<file path="src/rtl/stage_seq_pkg.sv">
// -----------------------------------------------------------------------------
// stage_seq_pkg
// Shared definitions for the stage sequencer:
//   - state_e       : 3-bit FSM state encoding, IDLE = 0
//   - TMO_W_DEFAULT : default width of the per-stage timeout counter
//   - idx_width()   : width of a stage index (clog2, never below 1)
// -----------------------------------------------------------------------------
package stage_seq_pkg;

    localparam int TMO_W_DEFAULT    = 8;
    localparam int N_STAGES_DEFAULT = 3;

    typedef enum logic [2:0] {
        ST_IDLE  = 3'd0,
        ST_START = 3'd1,
        ST_WAIT  = 3'd2,
        ST_DONE  = 3'd3,
        ST_ERROR = 3'd4
    } state_e;

    // A single-stage build still needs a 1-bit index port.
    function automatic int idx_width(input int n);
        return (n > 1) ? $clog2(n) : 1;
    endfunction

endpackage

</file>
<file path="src/rtl/stage_timer.sv">
// -----------------------------------------------------------------------------
// stage_timer
// Per-stage wait timer: cleared by 'clear', counts up by one while 'enable'
// is high and saturates at all-ones. 'hit' flags count == limit for a
// nonzero limit (a zero limit means "no timeout").
//
// Ports:
//   clk    in  : clock, rising edge
//   reset  in  : synchronous active-high reset (count -> 0)
//   clear  in  : synchronous clear, wins over enable
//   enable in  : count-up request
//   limit  in  : [TMO_W-1:0] compare value, 0 disables 'hit'
//   count  out : [TMO_W-1:0] current count
//   hit    out : count has reached a nonzero limit
// -----------------------------------------------------------------------------
module stage_timer
    import stage_seq_pkg::*;
#(
    parameter int TMO_W = TMO_W_DEFAULT
) (
    input  logic             clk,
    input  logic             reset,
    input  logic             clear,
    input  logic             enable,
    input  logic [TMO_W-1:0] limit,
    output logic [TMO_W-1:0] count,
    output logic             hit
);

    logic [TMO_W-1:0] count_q;
    logic [TMO_W-1:0] count_d;

    always_comb begin
        count_d = count_q;
        if (clear) begin
            count_d = '0;
        end else if (enable && (count_q != '1)) begin
            count_d = count_q + TMO_W'(1);
        end
    end

    // NOTE: reset is sampled on the clock edge, so it lives inside the
    // if/else of the clocked block rather than in the sensitivity list.
    always_ff @(posedge clk) begin
        if (reset) begin
            count_q <= '0;
        end else begin
            count_q <= count_d;
        end
    end

    assign count = count_q;
    assign hit   = (limit != '0) && (count_q == limit);

endmodule

</file>
<file path="src/rtl/stage_sequencer.sv">
// -----------------------------------------------------------------------------
// stage_sequencer
// Moore FSM that runs N_STAGES stages in order. Each stage gets a one-cycle
// start_out pulse, then the FSM waits for that stage's done_in bit. After the
// last stage a one-cycle Done pulse is produced. abort returns to IDLE from
// any active state and from ERROR.
//
// Build option SEQ_TIMEOUT_EN: when defined, a stage_timer bounds each WAIT;
// reaching a nonzero timeout_lim without done moves to ERROR and records the
// stage in err_stage. When undefined there is no timer, ERROR is unreachable
// and err / err_stage are constant 0.
//
// Ports:
//   clk         in  : clock, rising edge
//   reset       in  : synchronous active-high reset
//   start       in  : run request, only honoured in IDLE
//   abort       in  : terminate request, beats done_in
//   done_in     in  : [N_STAGES-1:0] per-stage completion, only the current
//                     stage's bit is looked at
//   timeout_lim in  : [TMO_W-1:0] per-stage wait limit, 0 = no timeout
//   start_out   out : [N_STAGES-1:0] one-hot start pulse for current stage
//   busy        out : high in START, WAIT and DONE
//   stage_idx   out : [IDX_W-1:0] current stage
//   Done        out : one-cycle sequence-complete pulse
//   err         out : timeout error, held until the next accepted start
//   err_stage   out : [IDX_W-1:0] stage that timed out
// -----------------------------------------------------------------------------
module stage_sequencer
    import stage_seq_pkg::*;
#(
    parameter  int N_STAGES = N_STAGES_DEFAULT,
    parameter  int TMO_W    = TMO_W_DEFAULT,
    localparam int IDX_W    = idx_width(N_STAGES)
) (
    input  logic                clk,
    input  logic                reset,
    input  logic                start,
    input  logic                abort,
    input  logic [N_STAGES-1:0] done_in,
    input  logic [TMO_W-1:0]    timeout_lim,
    output logic [N_STAGES-1:0] start_out,
    output logic                busy,
    output logic [IDX_W-1:0]    stage_idx,
    output logic                Done,
    output logic                err,
    output logic [IDX_W-1:0]    err_stage
);

    state_e           state_q, state_d;
    logic [IDX_W-1:0] stage_q, stage_d;
    logic             timeout_hit;
    logic             last_stage;

    assign last_stage = (stage_q == IDX_W'(N_STAGES - 1));

`ifdef SEQ_TIMEOUT_EN
    logic             err_q, err_d;
    logic [IDX_W-1:0] err_stage_q, err_stage_d;
    logic             tmr_clear;
    logic             tmr_enable;
    logic [TMO_W-1:0] tmr_count;

    // The timer is cleared while the pulse goes out, so the first WAIT cycle
    // sees a count of 0.
    assign tmr_clear  = (state_q == ST_START);
    assign tmr_enable = (state_q == ST_WAIT);

    stage_timer #(
        .TMO_W (TMO_W)
    ) u_timer (
        .clk    (clk),
        .reset  (reset),
        .clear  (tmr_clear),
        .enable (tmr_enable),
        .limit  (timeout_lim),
        .count  (tmr_count),
        .hit    (timeout_hit)
    );
`else
    logic unused_timeout_lim;

    assign timeout_hit        = 1'b0;
    assign unused_timeout_lim = ^timeout_lim;
`endif

    // NOTE: every signal written here gets a default first, so no path
    // through the case can leave it unassigned and infer a latch.
    always_comb begin
        state_d = state_q;
        stage_d = stage_q;
`ifdef SEQ_TIMEOUT_EN
        err_d       = err_q;
        err_stage_d = err_stage_q;
`endif
        case (state_q)
            ST_IDLE: begin
                if (start) begin
                    state_d = ST_START;
                    stage_d = '0;
`ifdef SEQ_TIMEOUT_EN
                    err_d   = 1'b0;
`endif
                end
            end
            ST_START: begin
                state_d = abort ? ST_IDLE : ST_WAIT;
            end
            ST_WAIT: begin
                // Priority: abort, then done, then timeout.
                if (abort) begin
                    state_d = ST_IDLE;
                end else if (done_in[stage_q]) begin
                    if (last_stage) begin
                        state_d = ST_DONE;
                    end else begin
                        state_d = ST_START;
                        stage_d = stage_q + IDX_W'(1);
                    end
                end else if (timeout_hit) begin
                    state_d = ST_ERROR;
`ifdef SEQ_TIMEOUT_EN
                    err_d       = 1'b1;
                    err_stage_d = stage_q;
`endif
                end
            end
            ST_DONE: begin
                state_d = ST_IDLE;
            end
            ST_ERROR: begin
                if (abort) begin
                    state_d = ST_IDLE;
                end
            end
            default: begin
                state_d = ST_IDLE;
            end
        endcase
    end

    // NOTE: clocked state uses non-blocking assignments so every flop samples
    // the pre-edge values regardless of statement order.
    always_ff @(posedge clk) begin
        if (reset) begin
            state_q <= ST_IDLE;
            stage_q <= '0;
        end else begin
            state_q <= state_d;
            stage_q <= stage_d;
        end
    end

`ifdef SEQ_TIMEOUT_EN
    always_ff @(posedge clk) begin
        if (reset) begin
            err_q       <= 1'b0;
            err_stage_q <= '0;
        end else begin
            err_q       <= err_d;
            err_stage_q <= err_stage_d;
        end
    end

    assign err       = err_q;
    assign err_stage = err_stage_q;
`else
    assign err       = 1'b0;
    assign err_stage = '0;
`endif

    // Outputs decode only from registered state.
    always_comb begin
        start_out = '0;
        for (int i = 0; i < N_STAGES; i++) begin
            start_out[i] = (state_q == ST_START) && (stage_q == IDX_W'(i));
        end
    end

    assign busy      = (state_q == ST_START) || (state_q == ST_WAIT) ||
                       (state_q == ST_DONE);
    assign Done      = (state_q == ST_DONE);
    assign stage_idx = stage_q;

endmodule

</file>
<file path="config.mk">
export PLATFORM = sky130hd
export DESIGN_NAME = stage_sequencer
export DESIGN_NICKNAME = d
export VERILOG_FILES = /design/src/rtl/stage_seq_pkg.sv /design/src/rtl/stage_timer.sv /design/src/rtl/stage_sequencer.sv
export SDC_FILE = /design/constraint.sdc
export NUM_CORES = 1
export LEC_CHECK = 0
export ABC_CLOCK_PERIOD_IN_PS = 2210
export CAP_MARGIN = 20
export CORE_AREA = 2 2 39 41
export CTS_BUF_LIST = sky130_fd_sc_hd__clkbuf_8
export DETAILED_ROUTE_END_ITERATION = 8
export DIE_AREA = 0 0 41 43
export PLACE_DENSITY_LB_ADDON = 0.3
export SLEW_MARGIN = 20
export SYNTH_ARGS = -nofsm -noshare
export SYNTH_HDL_FRONTEND = slang
export SYNTH_SLANG_ARGS = --single-unit
</file>
<file path="constraint.sdc">
create_clock -name clk -period 2.21 [get_ports clk]
set_input_delay 0.442 -clock clk [delete_from_list [all_inputs] [get_ports clk]]
set_output_delay 0.442 -clock clk [all_outputs]
set_load 0.01 [all_outputs]
</file>
# Word-level counts from Yosys, hierarchy flattened
# Cells that the tools add are included.
# word_totals
reg_bits	5
input_bits	15
output_inout_bits	10
elab_cells	40
# classes
addsub	1
order_cmp	1
n_eq_ne	12
mux	14
reduce_logical	10
# op_table
operator	n
$mux W2	6
$mux W3	4
$pmux W3 S4	1
$ne A2 B2 Y1 const B	5
$eq A3 B2 Y1 const B	2
$reduce_and A5 Y1	1
$pmux W2 S2	1
$eq A3 B1 Y1 const B	1
$eq A3 B3 Y1 const B	1
$logic_and A1 B1 Y1	3
$logic_not A3 Y1	1
$lt A2 B3 Y1 const B	1
$ne A3 B3 Y1 const B	1
$reduce_and A3 Y1	1
$add A2 B1 Y2 const B	1
$bmux W1 S2	1
$eq A2 B1 Y1 const B	1
$eq A2 B2 Y1 const B	1
$logic_not A2 Y1	1
$logic_or A1 B1 Y1	2
$reduce_bool A2 Y1	1
$mux W1	1

# Longest topological paths before layout
# Gate-level depths: netlist of the first run.
# depth
depth_word	5
ltp_mapped	6
ltp_nobuf	6

# Least setup slack after synthesis of the first run
# No wires, ideal clock.
# synth_path
kind	reg2reg
start	register stage_q[0], in the netlist stage_idx[0]
end	register stage_q[1], in the netlist stage_idx[1]
setup_time_ns	0.117
t_arrival_ns	1.562
required_ns	2.093
slack_ns	0.530
path_stages_with_launch	6
path_buffers	0
synth_period_minus_slack_ns	1.680
cell_sequence	dfxtp_1 inv_1 ha_1 a2111oi_4 mux2_1 a32o_2
# synth_between
elab_chain_len	5
elab_cells_between_ends	11
cone_classes	add/sub (1); eq/ne (3); mux (6); reduce/logical (1)
# synth_rtl
item	line	rtl
from (decl)	stage_sequencer.sv:50	logic [IDX_W-1:0] stage_q, stage_d;
from (signal assigned)	stage_sequencer.sv:149	stage_q <= stage_d;
$add A2 B1 Y2	stage_sequencer.sv:117	stage_d = stage_q + IDX_W'(1);
$mux W2	stage_sequencer.sv:113	if (last_stage) begin
$mux W2	stage_sequencer.sv:112	end else if (done_in[stage_q]) begin
$mux W2	stage_sequencer.sv:110	if (abort) begin
$pmux W2 S2	stage_sequencer.sv:95	case (state_q)
# Several ways; a longest one is shown, not always the timed one. The select of a mux whose other input is x is not followed.
# A chain may end at the register's enable or synchronous reset.

# Worst setup path after layout of the first run
# layout_path
start	register stage_q[1], in the netlist stage_idx[1]
end	output port start_out[2]
# layout_between
elab_chain_len	2
# layout_rtl
item	line	rtl
$eq A2 B2 Y1	stage_sequencer.sv:175	start_out[i] = (state_q == ST_START) && (stage_q == IDX_W'(i));
$logic_and A1 B1 Y1	stage_sequencer.sv:175	
to (decl)	stage_sequencer.sv:41	output logic [N_STAGES-1:0] start_out,
# No other way between the ends.

==> results of run 1 <==
[cell usage after synthesis (2+ instances only)]
cell,n
and2_1,4
dfxtp_1,4
inv_1,4
buf_4,3
ha_1,3
nand3_1,3
nor2_1,3
nor2b_1,2
[metal layers]
metal,routed length (microns),share of wire,GRT usage,up-vias
li1,-,-,-,180
met1,372,0.45,0.1387,160
met2,405,0.49,0.1656,13
met3,39,0.047,0.03141,2
met4,14,0.017,0.09333,0
met5,0,0,0,-
[cell type report]
type,instances,share of cell area
inverter,4,0.02575
multi-input combinational,34,0.4828
tap,16,0.03433
clock buffer,3,0.07082
sequential,4,0.1373
timing repair buffer,15,0.2489
[stage by stage]
| step | total power [W] | utilization | setup WS, ps | instances |
|---|---|---|---|---|
| after floorplan | 0.0001059 | - | 530.4 | 46 |
| after global placement | 0.0001267 | 0.3915 | 133.9 | 73 |
| after detailed placement | 0.0001277 | 0.3915 | 111.0 | 73 |
| after CTS | 0.0002902 | 0.4213 | 84.99 | 76 |
| after global routing | 0.0002985 | 0.4213 | 31.83 | 76 |
| final | 0.0002855 | 0.4213 | 110.6 | 76 |
[worst min-delay path, delay by kind of cell, from the launching register on]
family / cells / cell delay, ps
buffers and inverters: 1 / 150
DFF: 1 / 310
and+or+nand+nor: 1 / 60
[placed cells by master, fill, tap and decap left out, drive strengths merged]
cell	synthesis	routed
clkdlybuf4s50	0	13
inv	4	4
and2	4	4
dfxtp	4	4
nor2	3	3
nand3	3	3
ha	3	3
conb	1	3
clkbuf	0	3
nor2b	2	2
buf	4	2
mux2	2	2
a2111oi	2	2
a21oi	1	1
nor4b	1	1
and3b	1	1
a21o	1	1
nand2	1	1
xnor2	1	1
nand2b	1	1
nand3b	1	1
o41ai	1	1
a32o	1	1
a31oi	1	1
nor3	1	1
[state kept, by name, summed over array words and instances, names as in the netlist]
signal,cells
stage_idx,2
state_q,2
[kinds of logic (layout without fill, tap and decap cells)]
kind of cell             count (synthesis)  after routing  synth area share
AO/OA/AOI/OAI                            7              7            0.2240
XOR/XNOR                                 1              1           0.02209
adder cells (fa/ha/maj)                  3              3           0.09465
buffers and inverters                    8             22            0.1072
flip-flops                               4              4            0.2019
multiplexers                             2              2           0.05678
other                                    1              3          0.009455
AND/OR/NAND/NOR                         18             18            0.2839
[report_power, final]
part	switching, W	internal, W	leakage (nW)
Clock	0.0000425	0.000117	0.0216
Sequential	0.00000158	0.0000744	0.0325
Combinational	0.0000230	0.0000274	0.188
[path summary, 6_finish.rpt]
path | start | to | slack, ps | depth (start not counted)
setup reg to reg | stage_idx[1]$_SDFFE_PP0P_ | stage_idx[1]$_SDFFE_PP0P_ | 490 | 6
hold reg to reg | state_q[0]$_SDFFE_PP0P_ | state_q[0]$_SDFFE_PP0P_ | 570 | 2
hold / removal | state_q[0]$_SDFFE_PP0P_ | state_q[0]$_SDFFE_PP0P_ | 570 | 2
setup / recovery | stage_idx[1]$_SDFFE_PP0P_ | start_out[2] | 110 | 3
==> metrics.cfg, run 1 <==
[power]
p_per_area_mw_per_mm2 = 489.7
leakagePower_nw = 0.2418
irDropWorstVdd_uv = 279.8

[critical_path]
cp_max_fo = 6
worstPathArrival_ps = 1660
path_class = reg -> out
worstPathCellList = ha_1 -> and2_1 -> clkdlybuf4s50_1
cp_slowest_cell = clkdlybuf4s50_1
cp.buffers_inverters = 1
startpoint_type = flop
cp-end-kind = output pin
cpPeakStageDelay_ps = 520
cpLargestDelayFamily = buffers and inverters
worst_ep_required_time_ps = 1770

[die]
start_util = 0.2866
row_count = 14
coreArea_sq_mm = 0.001384
io_pins = 25
dieArea_sq_mm = 0.001763
die_h_microns = 43
die_x_microns = 41

[grt]
overflow = 0
grt_pass1_wl_mm = 1.366
grt_max_degree = 10
antenna_found_initial = 0
grt_pass1_vias = 323
grt_usage = 0.1166

[synth]
yosysTopAreaCellShare = 0.2019
avgSynthCellArea_sq_um = 9.014
async_flop_share = 0
synth-edff-count = 0
synthCells = 44
ys_warn_count = 0
synth_area_leaders = dfxtp_1, ha_1, a2111oi_4
synth.distinct_cells = 26
ys_ff_latch = 4
yosys.area.top_type = dfxtp_1
netlist_area_sq_um = 396.6
yosysSeqAreaShare = 0.2019
ys.flop_type = dfxtp_1

[clock_tree]
clockBufferDepth = 2
holdBufCountCts = 0
post_cts_buffers = 0
cts-buffers-inserted = 3
htreeDepth = 1
clk_latency_ps = 220
post_cts_resized = 0
cts_tree = done
cts_num_sinks = 4
path_clk_slew_ps = 30
cts_root_buf = clkbuf_8

[final_layout]
multi_input_area_sq_um = 281.5
antennaDiodeCount = 0
drive_gt1_frac = 0.2000
fin_nets = 80
seqCellArea_sq_um = 80.08
final_cell_area_sq_um = 583.1
syn_to_final_growth_pct = 47.00
fillCellCount = 133

[drt]
wirelength_microns = 832
wl_per_cell_microns = 10.95
drt_iter0_drc = 3
route.detailed.drc = 0
ant_nets = 0
post_drt_via_cell_ratio = 4.671
vias = 355
firstDrtPassIters = 4

[min_path]
hold_path_class = reg -> reg

[timing]
hold_viol_final = 0
fin_crit_sh = 0.9500
fin_worst_skew_ps = 3.821
max_freq_mhz = 476.3
setup_viol = 0
finalMaxSlewViolations = 0
layout_min_cycle_time_ps = 2099
grt_setup_unrepaired = false
fin_tns_setup_ps = 0
hold_ws_ps = 573.0

[job]
cap_violations = 0

[placed_design]
dpl_cell_area_sq_um = 541.8
io_buffers = 13
gp_congestion = 0.7816
dp.final_hpwl_microns = 676.9

[outcome]
status = finished, final reports clean

No activity file was read; power rests on OpenSTA's default activity.
==> run 2: changes to the inputs <==
==> constraint.sdc (replaced) <==
create_clock -name clk -period 2.21 [get_ports clk]
set_input_delay 0.3315 -clock clk [delete_from_list [all_inputs] [get_ports clk]]
set_output_delay 0.3315 -clock clk [all_outputs]
set_load 0.01 [all_outputs]
==> metrics.cfg, run 2 (synthesis results as in run 1) <==
[outcome]
status = finished, final reports clean

[critical_path]
cp_max_fo = 8  ; +2
rrSetupSlack_ps = 460  ; -30 ps
startpoint_type = flop
reg2reg_from = stage_idx[0]$_SDFFE_PP0P_
r2r_end = stage_idx[1]$_SDFFE_PP0P_
worst_ep_required_time_ps = 1880  ; +110 ps
path_class = reg -> out
worstPathArrival_ps = 1660  ; about the same
cp-end-kind = output pin
rr_worst_depth = 5  ; -1

[timing]
hold_viol_final = 0  ; unchanged
fin_tns_setup_ps = 0  ; unchanged
max_freq_mhz = 501.6  ; +5.3%
setup_viol = 0  ; unchanged
layout_min_cycle_time_ps = 1993  ; -106.0 ps
fin_crit_sh = 0.9020  ; -0.04797
grt_setup_unrepaired = false
fin_worst_skew_ps = 0.6110  ; -3.210 ps
finalMaxSlewViolations = 0  ; unchanged

[drt]
drt_iter0_drc = 16  ; +13
firstDrtPassIters = 4  ; unchanged
vias = 338  ; -4.8%
route.detailed.drc = 0  ; unchanged
wl_per_cell_microns = 9.473  ; -13%
wirelength_microns = 701  ; -16%
post_drt_via_cell_ratio = 4.568  ; -2.2%
ant_nets = 0  ; unchanged

[clock_tree]
cts-buffers-inserted = 3  ; unchanged
clockBufferDepth = 2  ; unchanged
htreeDepth = 1  ; unchanged
post_cts_resized = 0  ; unchanged
path_clk_slew_ps = 30  ; about the same
cts_root_buf = clkbuf_8
holdBufCountCts = 0  ; unchanged
clk_latency_ps = 210  ; about the same
cts_tree = done
post_cts_buffers = 0  ; unchanged
cts_num_sinks = 4  ; unchanged

[final_layout]
layout_commonest_cell = clkdlybuf4s50_1
final_cells = 74  ; -2.6%
drive_gt1_frac = 0.1724  ; -0.02759
multi_input_area_sq_um = 281.5  ; unchanged
final_cell_mix = clkdlybuf4s50_1, inv_1, and2_1, dfxtp_1
fillCellCount = 136  ; +2.3%
antennaDiodeCount = 0  ; unchanged
syn_to_final_growth_pct = 43.22
seqCellArea_sq_um = 80.08  ; unchanged
fin_nets = 78  ; -2.5%

[min_path]
holdPathStages = 2  ; unchanged
hold_path_class = reg -> reg
min_to = stage_idx[0]$_SDFFE_PP0P_
hold_start = stage_idx[0]$_SDFFE_PP0P_

[power]
internal-power_w = 0.0002161  ; -1.1%
power_switching_w = 0.00005836  ; -13%
irDropWorstVdd_uv = 449.1  ; +61%
p_seq_frac = 0.286  ; +0.020
swShare = 0.2127  ; -0.02244
p_per_area_mw_per_mm2 = 483.1  ; -1.3%
leakagePower_nw = 0.2311  ; -4.4%
p_clk_frac = 0.548  ; -0.009
p_comb_frac = 0.166  ; -0.011

[die]
dieArea_sq_mm = 0.001763  ; unchanged
start_util = 0.2866  ; unchanged
io_pins = 25  ; unchanged
die_h_microns = 43  ; unchanged
coreArea_sq_mm = 0.001384  ; unchanged
row_count = 14  ; unchanged
die_x_microns = 41  ; unchanged

[placed_design]
dp.final_hpwl_microns = 569.5  ; -16%
io_buffers = 13  ; unchanged
gp_congestion = 0.7545  ; -3.5%
dp_cells = 71  ; -2.7%

[grt]
overflow = 0  ; unchanged
grt_max_degree = 10  ; unchanged
grt_pass1_wl_mm = 1.048  ; -23%
grt_pass1_vias = 252  ; -22%
grt_usage = 0.09027  ; -0.02631
antenna_found_initial = 0  ; unchanged

[job]
cap_violations = 0  ; unchanged

run 2: cell count changes in the layout (fill, tap and decap cells not counted), sizes merged:
cell,before,now
buf,2,0
run 2: power by group through the flow:
stage | sequential (W) | clock (W) | combinational, W
floorplan | 0.0000779 | 0 | 0.0000280
global placement | 0.0000794 | 0 | 0.0000455
detailed placement | 0.0000793 | 0 | 0.0000456
CTS | 0.0000784 | 0.000153 | 0.0000459
global route | 0.0000791 | 0.000159 | 0.0000498
finish | 0.0000785 | 0.000150 | 0.0000456
run 2: area by class of cell:
type	count	area share
Multi-Input combinational cell	34	0.4956
Tap cell	16	0.03524
Clock buffer	3	0.07269
Sequential cell	4	0.1410
Inverter	4	0.02643
Timing Repair Buffer	13	0.2291
run 2: routing by layer:
layer	up-vias	track usage	wire, microns
met3	2	0.01571	45
met2	15	0.1031	294
li1	178	-	-
met5	-	0	0
met4	0	0.08000	16
met1	143	0.1346	344
run 2: metrics by stage:
stage / power [W] / instance area, sq um / setup slack, ps / utilization / hold WS, ps
floorplan: 0.0001059 / 404.1 / 530.4 / - / 400.4
global route: 0.0002880 / 568.0 / 85.55 / 0.4105 / 587.6
CTS: 0.0002778 / 568.0 / 207.3 / 0.4105 / 558.4
finish: 0.0002744 / 568.0 / 216.6 / 0.4105 / 560.8
detailed placement: 0.0001250 / 526.8 / 219.1 / 0.3807 / 558.3
global placement: 0.0001249 / 526.8 / 238.8 / 0.3807 / 560.4
run 2: worst max-delay path, cell delays in order, from the launching register on:
cell             delay (ps)
dfxtp_1                 450
inv_1                   100
ha_1                    270
and2_1                  160
clkdlybuf4s50_1         470
run 2: worst max-delay path by stage:
| stage | startpoint | end | slack (ps) | depth (start not counted) |
|---|---|---|---|---|
| 4_1_cts | stage_idx[0]$_SDFFE_PP0P_ | start_out[2] | 210 | 4 |
| 6_report | stage_idx[0]$_SDFFE_PP0P_ | start_out[2] | 220 | 4 |
| 3_3_place_gp | done_in[2] | stage_idx[1]$_SDFFE_PP0P_ | 240 | 5 |
| 3_5_place_dp | done_in[2] | stage_idx[1]$_SDFFE_PP0P_ | 220 | 5 |
| 2_1_floorplan | stage_idx[0]$_SDFFE_PP0P_ | stage_idx[1]$_SDFFE_PP0P_ | 530 | 5 |
| 5_1_grt | stage_idx[0]$_SDFFE_PP0P_ | start_out[2] | 90 | 4 |
==> run 3: changes to the inputs <==
--- a/config.mk
+++ b/config.mk
@@ -11,6 +11,7 @@
 export CTS_BUF_LIST = sky130_fd_sc_hd__clkbuf_8
 export DETAILED_ROUTE_END_ITERATION = 8
 export DIE_AREA = 0 0 41 43
+export GPL_ROUTABILITY_DRIVEN = 1
 export PLACE_DENSITY_LB_ADDON = 0.3
 export SLEW_MARGIN = 20
 export SYNTH_ARGS = -nofsm -noshare
==> results of run 3 <==
No change in the layout: final DEF, timing and power equal those of run 2.
